## src/rtl/ram_access_sequencer_if.sv

```systemverilog
// Bus bundle between the core memory stage, the data-side sequencer and the
// RAM's read port B / write port.
//   slave  : the sequencer's view (takes requests and RAM read data, drives
//            responses and the RAM read/write addresses, data and enable)
//   master : the core + RAM side (drives requests and RAM read data)
// Request : req_valid, req_ready, req_write, req_funct3, req_addr, req_wdata
// Response: rsp_valid, rsp_rdata, rsp_error
// RAM     : ram_read_address, ram_data_out, ram_write_address, ram_data_in,
//           ram_write_enable
interface ram_access_sequencer_if #(
  parameter int RAM_A_WIDTH = 12
);
  logic                   req_valid;
  logic                   req_ready;
  logic                   req_write;
  logic [2:0]             req_funct3;
  logic [31:0]            req_addr;
  logic [31:0]            req_wdata;
  logic                   rsp_valid;
  logic [31:0]            rsp_rdata;
  logic                   rsp_error;
  logic [RAM_A_WIDTH-1:0] ram_read_address;
  logic [31:0]            ram_data_out;
  logic [RAM_A_WIDTH-1:0] ram_write_address;
  logic [31:0]            ram_data_in;
  logic                   ram_write_enable;

  modport slave (
    input  req_valid, req_write, req_funct3, req_addr, req_wdata, ram_data_out,
    output req_ready, rsp_valid, rsp_rdata, rsp_error,
           ram_read_address, ram_write_address, ram_data_in, ram_write_enable
  );

  modport master (
    output req_valid, req_write, req_funct3, req_addr, req_wdata, ram_data_out,
    input  req_ready, rsp_valid, rsp_rdata, rsp_error,
           ram_read_address, ram_write_address, ram_data_in, ram_write_enable
  );
endinterface

```

## src/rtl/ram_access_sequencer.sv

```systemverilog
// Data-side controller for a single-write-port, registered-read 32-bit word
// RAM without byte enables. Takes one RISC-V load/store at a time, turns
// SB/SH into read-modify-write on RAM port B + write port, extracts and
// extends sub-word load data, and flags misaligned / illegal-width accesses.
// Ports:
//   clock : single clock, posedge
//   reset : synchronous, active-high
//   bus   : ram_access_sequencer_if.slave (request, response, RAM port B and
//           write port signals)
module ram_access_sequencer #(
  parameter int RAM_A_WIDTH = 12
) (
  input  logic                   clock,
  input  logic                   reset,
  ram_access_sequencer_if.slave  bus
);

  typedef enum logic [1:0] {
    IDLE  = 2'd0,
    READ  = 2'd1,
    WRITE = 2'd2
  } state_e;

  state_e                 state_q, state_d;
  logic [RAM_A_WIDTH-1:0] idx_q, idx_d;
  logic [1:0]             lane_q, lane_d;
  logic [2:0]             f3_q, f3_d;
  logic                   wr_q, wr_d;
  logic [15:0]            wdata_q, wdata_d;
  logic [31:0]            merge_q, merge_d;
  logic                   rsp_valid_q, rsp_valid_d;
  logic [31:0]            rsp_rdata_q, rsp_rdata_d;
  logic                   rsp_error_q, rsp_error_d;

  logic        accept;
  logic        req_err;
  logic [4:0]  shamt;
  logic [31:0] shifted;
  logic [31:0] load_val;
  logic [31:0] lane_mask;
  logic [31:0] merged;

  // Upper address bits alias onto the RAM and are intentionally ignored.
  logic unused_addr_hi;
  assign unused_addr_hi = ^bus.req_addr[31:RAM_A_WIDTH+2];

  assign bus.req_ready         = (state_q == IDLE) && !reset;
  assign accept                = bus.req_valid && bus.req_ready;
  // In IDLE the RAM samples the request's word index on the accept edge.
  assign bus.ram_read_address  = (state_q == IDLE) ? bus.req_addr[RAM_A_WIDTH+1:2] : idx_q;
  assign bus.ram_write_enable  = (state_q == WRITE) && !reset;
  assign bus.ram_write_address = idx_q;
  assign bus.ram_data_in       = merge_q;
  assign bus.rsp_valid         = rsp_valid_q;
  assign bus.rsp_rdata         = rsp_rdata_q;
  assign bus.rsp_error         = rsp_error_q;

  always_comb begin
    req_err = 1'b0;
    if (bus.req_write) begin
      if (!(bus.req_funct3 inside {3'b000, 3'b001, 3'b010})) req_err = 1'b1;
    end else begin
      if (bus.req_funct3 inside {3'b011, 3'b110, 3'b111}) req_err = 1'b1;
    end
    if ((bus.req_funct3 inside {3'b001, 3'b101}) && bus.req_addr[0]) req_err = 1'b1;
    if ((bus.req_funct3 == 3'b010) && (bus.req_addr[1:0] != 2'b00)) req_err = 1'b1;
  end

  // Lane extraction for loads and lane replacement for SB/SH share one shifter
  // amount; SH is always half-aligned here so the 16-bit mask never straddles.
  always_comb begin
    shamt   = {lane_q, 3'b000};
    shifted = bus.ram_data_out >> shamt;
    case (f3_q)
      3'b000:  load_val = {{24{shifted[7]}}, shifted[7:0]};
      3'b001:  load_val = {{16{shifted[15]}}, shifted[15:0]};
      3'b100:  load_val = {24'h000000, shifted[7:0]};
      3'b101:  load_val = {16'h0000, shifted[15:0]};
      default: load_val = bus.ram_data_out;
    endcase
    lane_mask = (f3_q[0] ? 32'h0000_FFFF : 32'h0000_00FF) << shamt;
    merged    = (bus.ram_data_out & ~lane_mask) | (({16'h0000, wdata_q} << shamt) & lane_mask);
  end

  always_comb begin
    state_d     = state_q;
    idx_d       = idx_q;
    lane_d      = lane_q;
    f3_d        = f3_q;
    wr_d        = wr_q;
    wdata_d     = wdata_q;
    merge_d     = merge_q;
    rsp_valid_d = 1'b0;
    rsp_rdata_d = rsp_rdata_q;
    rsp_error_d = rsp_error_q;
    unique case (state_q)
      IDLE: begin
        if (accept) begin
          if (req_err) begin
            rsp_valid_d = 1'b1;
            rsp_error_d = 1'b1;
            rsp_rdata_d = '0;
          end else begin
            idx_d   = bus.req_addr[RAM_A_WIDTH+1:2];
            lane_d  = bus.req_addr[1:0];
            f3_d    = bus.req_funct3;
            wr_d    = bus.req_write;
            wdata_d = bus.req_wdata[15:0];
            // Full-word stores need no read; skip straight to the write.
            if (bus.req_write && (bus.req_funct3 == 3'b010)) begin
              merge_d = bus.req_wdata;
              state_d = WRITE;
            end else begin
              state_d = READ;
            end
          end
        end
      end
      READ: begin
        if (wr_q) begin
          merge_d = merged;
          state_d = WRITE;
        end else begin
          rsp_valid_d = 1'b1;
          rsp_error_d = 1'b0;
          rsp_rdata_d = load_val;
          state_d     = IDLE;
        end
      end
      WRITE: begin
        rsp_valid_d = 1'b1;
        rsp_error_d = 1'b0;
        rsp_rdata_d = '0;
        state_d     = IDLE;
      end
      default: state_d = IDLE;
    endcase
  end

  always_ff @(posedge clock) begin
    if (reset) begin
      state_q     <= IDLE;
      idx_q       <= '0;
      lane_q      <= '0;
      f3_q        <= '0;
      wr_q        <= 1'b0;
      wdata_q     <= '0;
      merge_q     <= '0;
      rsp_valid_q <= 1'b0;
      rsp_rdata_q <= '0;
      rsp_error_q <= 1'b0;
    end else begin
      state_q     <= state_d;
      idx_q       <= idx_d;
      lane_q      <= lane_d;
      f3_q        <= f3_d;
      wr_q        <= wr_d;
      wdata_q     <= wdata_d;
      merge_q     <= merge_d;
      rsp_valid_q <= rsp_valid_d;
      rsp_rdata_q <= rsp_rdata_d;
      rsp_error_q <= rsp_error_d;
    end
  end

endmodule
```

## src/flat_wrapper.sv

```systemverilog
// flat-port wrapper written by rule: the top's interface ports become plain ports
module ram_access_sequencer_flat 
#(
  parameter int RAM_A_WIDTH = 12
)
  (clock, reset, bus_req_valid, bus_req_write, bus_req_funct3, bus_req_addr, bus_req_wdata, bus_ram_data_out, bus_req_ready, bus_rsp_valid, bus_rsp_rdata, bus_rsp_error, bus_ram_read_address, bus_ram_write_address, bus_ram_data_in, bus_ram_write_enable);
  ram_access_sequencer_if #(.RAM_A_WIDTH(RAM_A_WIDTH)) bus_i ();
  input  logic clock;
  input  logic reset;
  input wire logic [$bits(bus_i.req_valid)-1:0] bus_req_valid;
  input wire logic [$bits(bus_i.req_write)-1:0] bus_req_write;
  input wire logic [$bits(bus_i.req_funct3)-1:0] bus_req_funct3;
  input wire logic [$bits(bus_i.req_addr)-1:0] bus_req_addr;
  input wire logic [$bits(bus_i.req_wdata)-1:0] bus_req_wdata;
  input wire logic [$bits(bus_i.ram_data_out)-1:0] bus_ram_data_out;
  output wire logic [$bits(bus_i.req_ready)-1:0] bus_req_ready;
  output wire logic [$bits(bus_i.rsp_valid)-1:0] bus_rsp_valid;
  output wire logic [$bits(bus_i.rsp_rdata)-1:0] bus_rsp_rdata;
  output wire logic [$bits(bus_i.rsp_error)-1:0] bus_rsp_error;
  output wire logic [$bits(bus_i.ram_read_address)-1:0] bus_ram_read_address;
  output wire logic [$bits(bus_i.ram_write_address)-1:0] bus_ram_write_address;
  output wire logic [$bits(bus_i.ram_data_in)-1:0] bus_ram_data_in;
  output wire logic [$bits(bus_i.ram_write_enable)-1:0] bus_ram_write_enable;
  assign bus_i.req_valid = bus_req_valid;
  assign bus_i.req_write = bus_req_write;
  assign bus_i.req_funct3 = bus_req_funct3;
  assign bus_i.req_addr = bus_req_addr;
  assign bus_i.req_wdata = bus_req_wdata;
  assign bus_i.ram_data_out = bus_ram_data_out;
  assign bus_req_ready = bus_i.req_ready;
  assign bus_rsp_valid = bus_i.rsp_valid;
  assign bus_rsp_rdata = bus_i.rsp_rdata;
  assign bus_rsp_error = bus_i.rsp_error;
  assign bus_ram_read_address = bus_i.ram_read_address;
  assign bus_ram_write_address = bus_i.ram_write_address;
  assign bus_ram_data_in = bus_i.ram_data_in;
  assign bus_ram_write_enable = bus_i.ram_write_enable;
  ram_access_sequencer #(.RAM_A_WIDTH(RAM_A_WIDTH)) u_core (.clock(clock), .reset(reset), .bus(bus_i));
endmodule
```

## config.mk

```make
export PLATFORM = sky130hd
export DESIGN_NAME = ram_access_sequencer_flat
export DESIGN_NICKNAME = d
export VERILOG_FILES = /design/src/rtl/ram_access_sequencer_if.sv /design/src/rtl/ram_access_sequencer.sv /design/src/flat_wrapper.sv
export SDC_FILE = /design/constraint.sdc
export NUM_CORES = 1
export LEC_CHECK = 0
export CORE_ASPECT_RATIO = 0.5
export CORE_MARGIN = 1
export CORE_UTILIZATION = 40
export CTS_CLUSTER_SIZE = 14
export DETAILED_ROUTE_END_ITERATION = 16
export HOLD_SLACK_MARGIN = 0.03
export PLACE_DENSITY = 0.75
export SKIP_CTS_REPAIR_TIMING = 1
export SLEW_MARGIN = 10
export SYNTH_ARGS = -nofsm -noshare
export SYNTH_HDL_FRONTEND = slang
export SYNTH_SLANG_ARGS = --single-unit
```

## constraint.sdc

```tcl
create_clock -name clock -period 2.1 [get_ports clock]
set_clock_uncertainty 0.2 [all_clocks]
set_input_delay 0.21 -clock clock [delete_from_list [all_inputs] [get_ports clock]]
set_output_delay 0.21 -clock clock [all_outputs]
set_load 0.005 [all_outputs]
```

## Word level (Yosys, flattened, before mapping)

Index checks and enable logic that the tools add are counted.

- Equal/unequal tests: 17
- Shifts and indexed selects: 3
- Muxes and demuxes: 30
- Bitwise logic cells: 5
- Reduce and logical (&&, ||, !) cells: 20

Operators by type and width:

| kind | number |
|---|---|
| 32-bit two-way mux | 7 |
| 32-bit one-hot mux with 4 select lines | 1 |
| 32-bit one-hot mux with 3 select lines | 1 |
| 32-bit bitwise AND | 2 |
| 32-bit one-hot mux with 2 select lines | 1 |
| 32-bit NOT | 1 |
| 32-bit bitwise OR | 1 |
| 16-bit by 5-bit left shift with 32-bit output | 1 |
| 32-bit by 5-bit left shift with 32-bit output | 1 |
| 32-bit by 5-bit >> shifter with 16-bit output | 1 |
| 16-bit two-way mux | 1 |
| 3-bit == test, second input constant | 5 |
| 12-bit two-way mux | 1 |
| 1-bit two-way mux | 11 |
| 3-bit nonzero test | 3 |
| 2-bit two-way mux | 4 |
| 3-bit by 1-bit == test with 1-bit output, second input constant | 2 |
| 3-bit by 2-bit == test with 1-bit output, second input constant | 2 |
| 1-bit logical AND | 6 |
| 3-bit logical NOT | 2 |
| 2-bit by 1-bit != test with 1-bit output, second input constant | 3 |
| 2-bit != test, second input constant | 3 |
| 1-bit one-hot mux with 3 select lines | 2 |
| 2-bit nonzero test | 3 |
| other kinds (10) | 10 |

- Flip-flop bits (word level): 102
- Bits of input ports: 103
- Output and inout port bits: 92

## Depth between registers and ports, before layout

Gate-level depths: netlist of the first run.

- Depth in word-level cells: 9
- Gate-level depth with buffers: 9

## Worst setup path before layout of the first run

OpenSTA, ideal clock, no wires.

- Path type: register to register
- Start point: reg u_core.state_q[0]
- End point: reg u_core.merge_q[31], in the netlist u_core.bus.ram_data_in[31]
- Library setup time: 0.121 ns
- Arrival: 1.756 ns
- Required time: 1.779 ns
- Slack: 0.023 ns
- Cell stages (with the launch flop): 7
- Buffers on the path: 1
- Cell sequence: dfxtp_1 inv_1 ha_1 buf_2 nor3b_4 a21o_2 mux2_2

- Word-level cells in the longest chain between the ends: 5
- Elaborated cells between the ends (all ways): 11
- Classes of those cells: eq/ne: 5; mux: 1; reduce/logical: 5

Ends and longest elaborated chain:

| item | line | source |
|---|---|---|
| from (decl) | ram_access_sequencer.sv:24 | `state_e state_q, state_d;` |
| from (signal assigned) | ram_access_sequencer.sv:153 | `state_q <= state_d;` |
| 2-bit logical NOT | ram_access_sequencer.sv:47, ram_access_sequencer.sv:96 |  |
| 1-bit logical AND | ram_access_sequencer.sv:47 | `assign bus.req_ready = (state_q == IDLE) && !reset;` |
| 1-bit logical AND | ram_access_sequencer.sv:48 | `assign accept = bus.req_valid && bus.req_ready;` |
| 2-bit by 1-bit != test with 1-bit output (no line) | n/a |  |
| 5-bit AND reduction (no line) | n/a |  |
| to (signal assigned) | ram_access_sequencer.sv:159 | `merge_q <= merge_d;` |
| to (decl) | ram_access_sequencer.sv:30 | `logic [31:0] merge_q, merge_d;` |

Parallel ways exist; a longest one is shown, timed or not.
A chain may end at the register's enable or synchronous reset.

## Worst setup path in the final report of the first run

- Start point: reg u_core.state_q[0]
- End point: out bus_ram_read_address[10]

- Word-level cells in the longest chain between the ends: 2

Ends and longest elaborated chain:

| item | line | source |
|---|---|---|
| 2-bit logical NOT | ram_access_sequencer.sv:50 | `assign bus.ram_read_address = (state_q == IDLE) ? bus.req_addr[RAM_A_WIDTH+1:2] : idx_q;` |
| 12-bit two-way mux | ram_access_sequencer.sv:50 |  |
| to (decl) | flat_wrapper.sv:20 | `output wire logic [$bits(bus_i.ram_read_address)-1:0] bus_ram_read_address;` |

Every way passes these cells.

==> results.cfg, run 1 <==
[clock_network]
cts_buffer_depth = 2
cts_tree = built
clock-root-buffer = clkbuf_16
numCtsBuffers = 9
clkTransAtPathRegs_ns = 0.08
cts.sinks = 102
clk_latency_ns = 0.35
htree_levels = 3

[logic_synthesis]
syn_nets = 836
yosysSeqAreaShare_pct = 34.0
ys_ff_latch = 102
synth_most_common_cell = dfxtp_1
synth_common_cells = dfxtp_1 (102), nand2_1 (96), a21oi_1 (60)
yosys_warnings = 0
yosysTopAreaCellShare_pct = 34.0
synth_flop_cell = dfxtp_1
yosys.area.top_type = dfxtp_1
synth_enable_flop_cells = 0
synth.distinct_cells = 58
synth_area_um2 = 6010
synth_area_leaders = dfxtp_1 (34%), mux2i_1 (8.3%), nand2_1 (6.0%), a21oi_1 (5.0%), nand2b_1 (4.6%)
syn_avg_cell_area_um2 = 8.24
synth_cells = 729
async_flop_share_pct = 0

[placement]
dp_slack_ns = -0.319
port_buffers = 176
place_congestion = 0.945
place_hpwl_um = 15000
place_inst = 1111
place_area_um2 = 8350

[worst_setup_path]
critPathArrivalTime_ns = 1.73
startpoint_type = flop
reg2reg_slack_ns = -0.03
critPathCaptureType = primary output
crit_path_max_fanout = 5
critPathKind = reg -> out
crit_required_ns = 1.69

[final_layout]
area_delta_synth_final_pct = 48.3
n_antenna_cell = 0
fin_util_pct = 61.3
design_area_um2 = 8910
fill_cells = 1223
drive_gt1_share_pct = 17.7
stdcell_count = 1140
nets = 1045
multi_input_area_um2 = 3680
regArea_um2 = 2050

[floorplanning]
die_area_um2 = 15500
top_level_ports = 195
die_y_um = 88.7
initial_utilization_pct = 41.3
fp.dieW_um = 175
num_rows = 31
core_area_um2 = 14500

[grt]
grt_pass1_vias = 5856
grt_pass1_wl_um = 31700
gr-total-overflow = 0
antenna_found_initial = 0
grt_max_degree = 75
grtUsageTotal_pct = 26.2

[timing]
fin_ws_ns = -0.0374
whs_ns = 0.233
tightest_slew_ns = 0.454
relSlewSlack_pct = 69.6
timing.fmax_mhz = 468
period_share_pct = 102
hold_violations = 0
rsz0062_at_grt = yes
period_needed_ns = 2.14
finalMaxSlewViolations = 0
tns_ns = -0.110
finalSetupViolCount = 5

[job]
maxCapViolCount = 0

[power]
irDropWorstVdd_mv = 0.337
power_density_nw_per_um2 = 563
total_power_mw = 5.02
power.leakage_nw = 3.32

[detailed_routing]
firstDrtPassIters = 5
route.detailed.drc = 0
wl_per_cell_um = 18.3
vias = 6379
drtAntennaViolNets = 0
wl_um = 20900
drtIter0Drc = 629
viasPerCell = 5.60

[status]
status = complete, but fails checks
violations = negative setup slack

[hold_path]
min_path_type = in -> reg
registers in the layout, summed over array words and instances, names as in the netlist:
| name | cells |
|---|---|
| u_core.bus.ram_data_in | 32 |
| u_core.f3_q | 3 |
| u_core.wr_q | 1 |
| u_core.state_q | 2 |
| u_core.wdata_q | 16 |
| u_core.bus.ram_write_address | 12 |
| u_core.lane_q | 2 |
| u_core.bus.rsp_rdata | 32 |
| u_core.bus.rsp_error | 1 |
| u_core.bus.rsp_valid | 1 |
power by group:
group	leakage (nW)	switching [mW]	internal (mW)
combinational	2.36	0.641	0.744
clock	0.135	0.786	0.821
sequential	0.825	0.0416	1.98
total	3.32	1.47	3.55
worst paths after layout:
path / from / end / cells past startpoint
hold reg to reg: u_core.bus.rsp_error / u_core.bus.rsp_error / 2
hold / removal: bus_req_addr[6] / u_core.bus.ram_write_address[4] / 3
setup reg to reg: u_core.state_q[1] / u_core.bus.rsp_rdata[18] / 9
setup / recovery: u_core.state_q[0] / bus_ram_read_address[10] / 7
layout by cell type (no fill, tap or decap), drive strengths merged, types with 9 or more instances in the layout:
master,netlist,final
dfxtp,102,102
mux2i,50,50
o2111ai,9,9
nor2b,31,31
dlymetal6s2s,0,9
nand2,97,97
a21o,10,10
a211oi,11,11
buf,27,81
o31ai,17,17
nand2b,44,44
clkbuf,36,17
nor3,10,10
a21oi,62,62
o21ai,47,47
mux2,20,20
inv,8,11
nor2,53,53
clkdlybuf4s50,0,161
layer usage:
layer	GRT usage, %	share of wire, %
met1	35.6	42
met2	41.3	44
met3	6.57	11
met4	7.51	2.5
met5	0	0
final cells by class:
type	count	share of cell area (%)
Multi-Input combinational cell	556	41.3
Sequential cell	102	23.0
Tap cell	198	2.78
Clock inverter	6	0.604
Inverter	8	0.435
Timing Repair Buffer	261	29.3
Clock buffer	9	2.53
critical path, stage by stage (launching register included):
cell and delay, ns:
dfxtp_4 0.37, inv_4 0.06, ha_4 0.19, clkbuf_16 0.16
buf_6 0.09, buf_6 0.09, mux2_2 0.31, clkbuf_2 0.11
cells by family after synthesis:
kind of cell	Yosys count	synth area share [%]
compound gates	222	25.0
fa+ha+maj	4	0.833
buf+inv	71	5.81
flops	102	34.0
mux	71	12.5
simple gates	259	21.9
No activity file was read; power rests on OpenSTA's default activity.
==> run 2, diff against run 1 <==
--- a/config.mk
+++ b/config.mk
@@ -6,7 +6,7 @@
 export NUM_CORES = 1
 export LEC_CHECK = 0
 export CORE_ASPECT_RATIO = 0.5
-export CORE_MARGIN = 1
+export CORE_MARGIN = 5
 export CORE_UTILIZATION = 40
 export CTS_CLUSTER_SIZE = 14
 export DETAILED_ROUTE_END_ITERATION = 16
==> results.cfg, run 2 (synthesis results as in run 1) <==
[final_layout]
design_area_um2 = 8870
area_delta_synth_final_pct = 47.7
fill_cells = 1291
final_cell_mix = clkdlybuf4s50_1 (161), dfxtp_1 (99), nand2_1 (95)
final_common_cell = clkdlybuf4s50_1
stdcell_count = 1134
drive_gt1_share_pct = 17.2
nets = 1038
n_antenna_cell = 0

[status]
status = complete, no violations

[clock_network]
numCtsBuffers = 9
clk_latency_ns = 0.35
cts.sinks = 102
clkTransAtPathRegs_ns = 0.07
cts_tree = built
htree_levels = 3
clock-root-buffer = clkbuf_16
cts_buffer_depth = 2

[floorplanning]
die_y_um = 96.7
fp.dieW_um = 183
top_level_ports = 195
num_rows = 31
die_area_um2 = 17700
initial_utilization_pct = 41.2
core_area_um2 = 14600

[placement]
dp_slack_ns = -0.252
place_area_um2 = 8350
port_buffers = 176
place_congestion = 0.902
place_hpwl_um = 16200
place_inst = 1110

[worst_setup_path]
critPathKind = reg -> out
crit_path_max_fanout = 9
r2r_start = u_core.state_q[1]
startpoint_type = flop
critPathCaptureType = primary output
ff2ff_path_depth = 8
critPathSlowestCell = dfxtp_4
reg2reg_slack_ns = 0.08
slowest_delay_ns = 0.37
crit_path_cell_trace = inv_4 -> ha_4 -> buf_12 -> buf_8 -> mux2_2 -> dlymetal6s2s_1
crit_required_ns = 1.69
critPathArrivalTime_ns = 1.64
r2r-end = u_core.bus.ram_data_in[14]

[grt]
grt_max_degree = 59
grt_pass1_wl_um = 33900
grtUsageTotal_pct = 23.6
grt_pass1_vias = 6173
antenna_found_initial = 0
gr-total-overflow = 0

[timing]
hold_violations = 0
rsz0062_at_grt = yes
finalSetupViolCount = 0
finalMaxSlewViolations = 0
timing.fmax_mhz = 489
tns_ns = 0
period_share_pct = 97.5
whs_ns = 0.234
tightest_slew_ns = 0.685
relSlewSlack_pct = 54.0
period_needed_ns = 2.05
fin_ws_ns = 0.0533

[power]
power_density_nw_per_um2 = 567
irDropWorstVdd_mv = 0.433
power.leakage_nw = 3.33

[hold_path]
min_path_type = in -> reg
min_path_cells = 3
hold_start = bus_req_addr[5]
worst_hold_path.endpoint = u_core.bus.ram_write_address[3]

[detailed_routing]
route.detailed.drc = 0
drtAntennaViolNets = 0
top_layer = met4
met1_length_um = 9810
wl_met3_um = 1940
viasPerCell = 5.60
firstDrtPassIters = 7
vias = 6353
wl_per_cell_um = 19.3
drtIter0Drc = 700
wl_um = 21900
wl_met2_um = 9850

[job]
maxCapViolCount = 0
## run 2: metal layers
layer	global-route usage (%)	vias up
met5	0	-
met4	4.81	0
met3	5.81	28
met2	36.5	265
met1	33.5	3038
li1	-	3022
## run 2: how the worst max path moves through the flow
| stage | startpoint | end | cells past startpoint |
|---|---|---|---|
| floorplan | u_core.state_q[0] | u_core.bus.ram_data_in[31] | 6 |
| global placement | bus_req_funct3[0] | u_core.bus.ram_data_in[12] | 5 |
| detailed placement | bus_req_funct3[0] | u_core.bus.ram_data_in[14] | 5 |
| CTS | u_core.state_q[0] | bus_ram_read_address[2] | 5 |
| global route | u_core.state_q[1] | u_core.bus.rsp_rdata[19] | 9 |
| finish | u_core.state_q[0] | bus_ram_read_address[9] | 6 |
## run 2: area by class of cell
| class | count | area (um2) | area share [%] |
|---|---|---|---|
| Multi-Input combinational cell | 556 | 3700 | 41.7 |
| Timing Repair Buffer | 254 | 2560 | 28.8 |
| Sequential cell | 102 | 2050 | 23.1 |
| Tap cell | 198 | 248 | 2.79 |
| Clock buffer | 10 | 229 | 2.58 |
| Clock inverter | 6 | 51.3 | 0.578 |
| Inverter | 8 | 35.0 | 0.395 |
## run 2: stage by stage
stage          util (%)  power (mW)
2_1_floorplan         -        2.66
6_report           60.8        5.03
5_1_grt            60.8        5.23
4_1_cts            59.2        4.94
3_3_place_gp       57.3        3.31
3_5_place_dp       57.3        3.33
## run 2: worst max-delay path: cells and delay by family, from the launching register on
kind                     cells  cell delay, ns
multiplexers                 1            0.32
adder cells (fa/ha/maj)      1            0.15
buffers and inverters        4            0.45
flip-flops                   1            0.37
## run 2: power breakdown
group	leakage, nW	internal, mW	switching [mW]
Clock	0.139	0.825	0.800
Combinational	2.37	0.738	0.639
Sequential	0.825	1.98	0.0438
Total	3.33	3.54	1.48
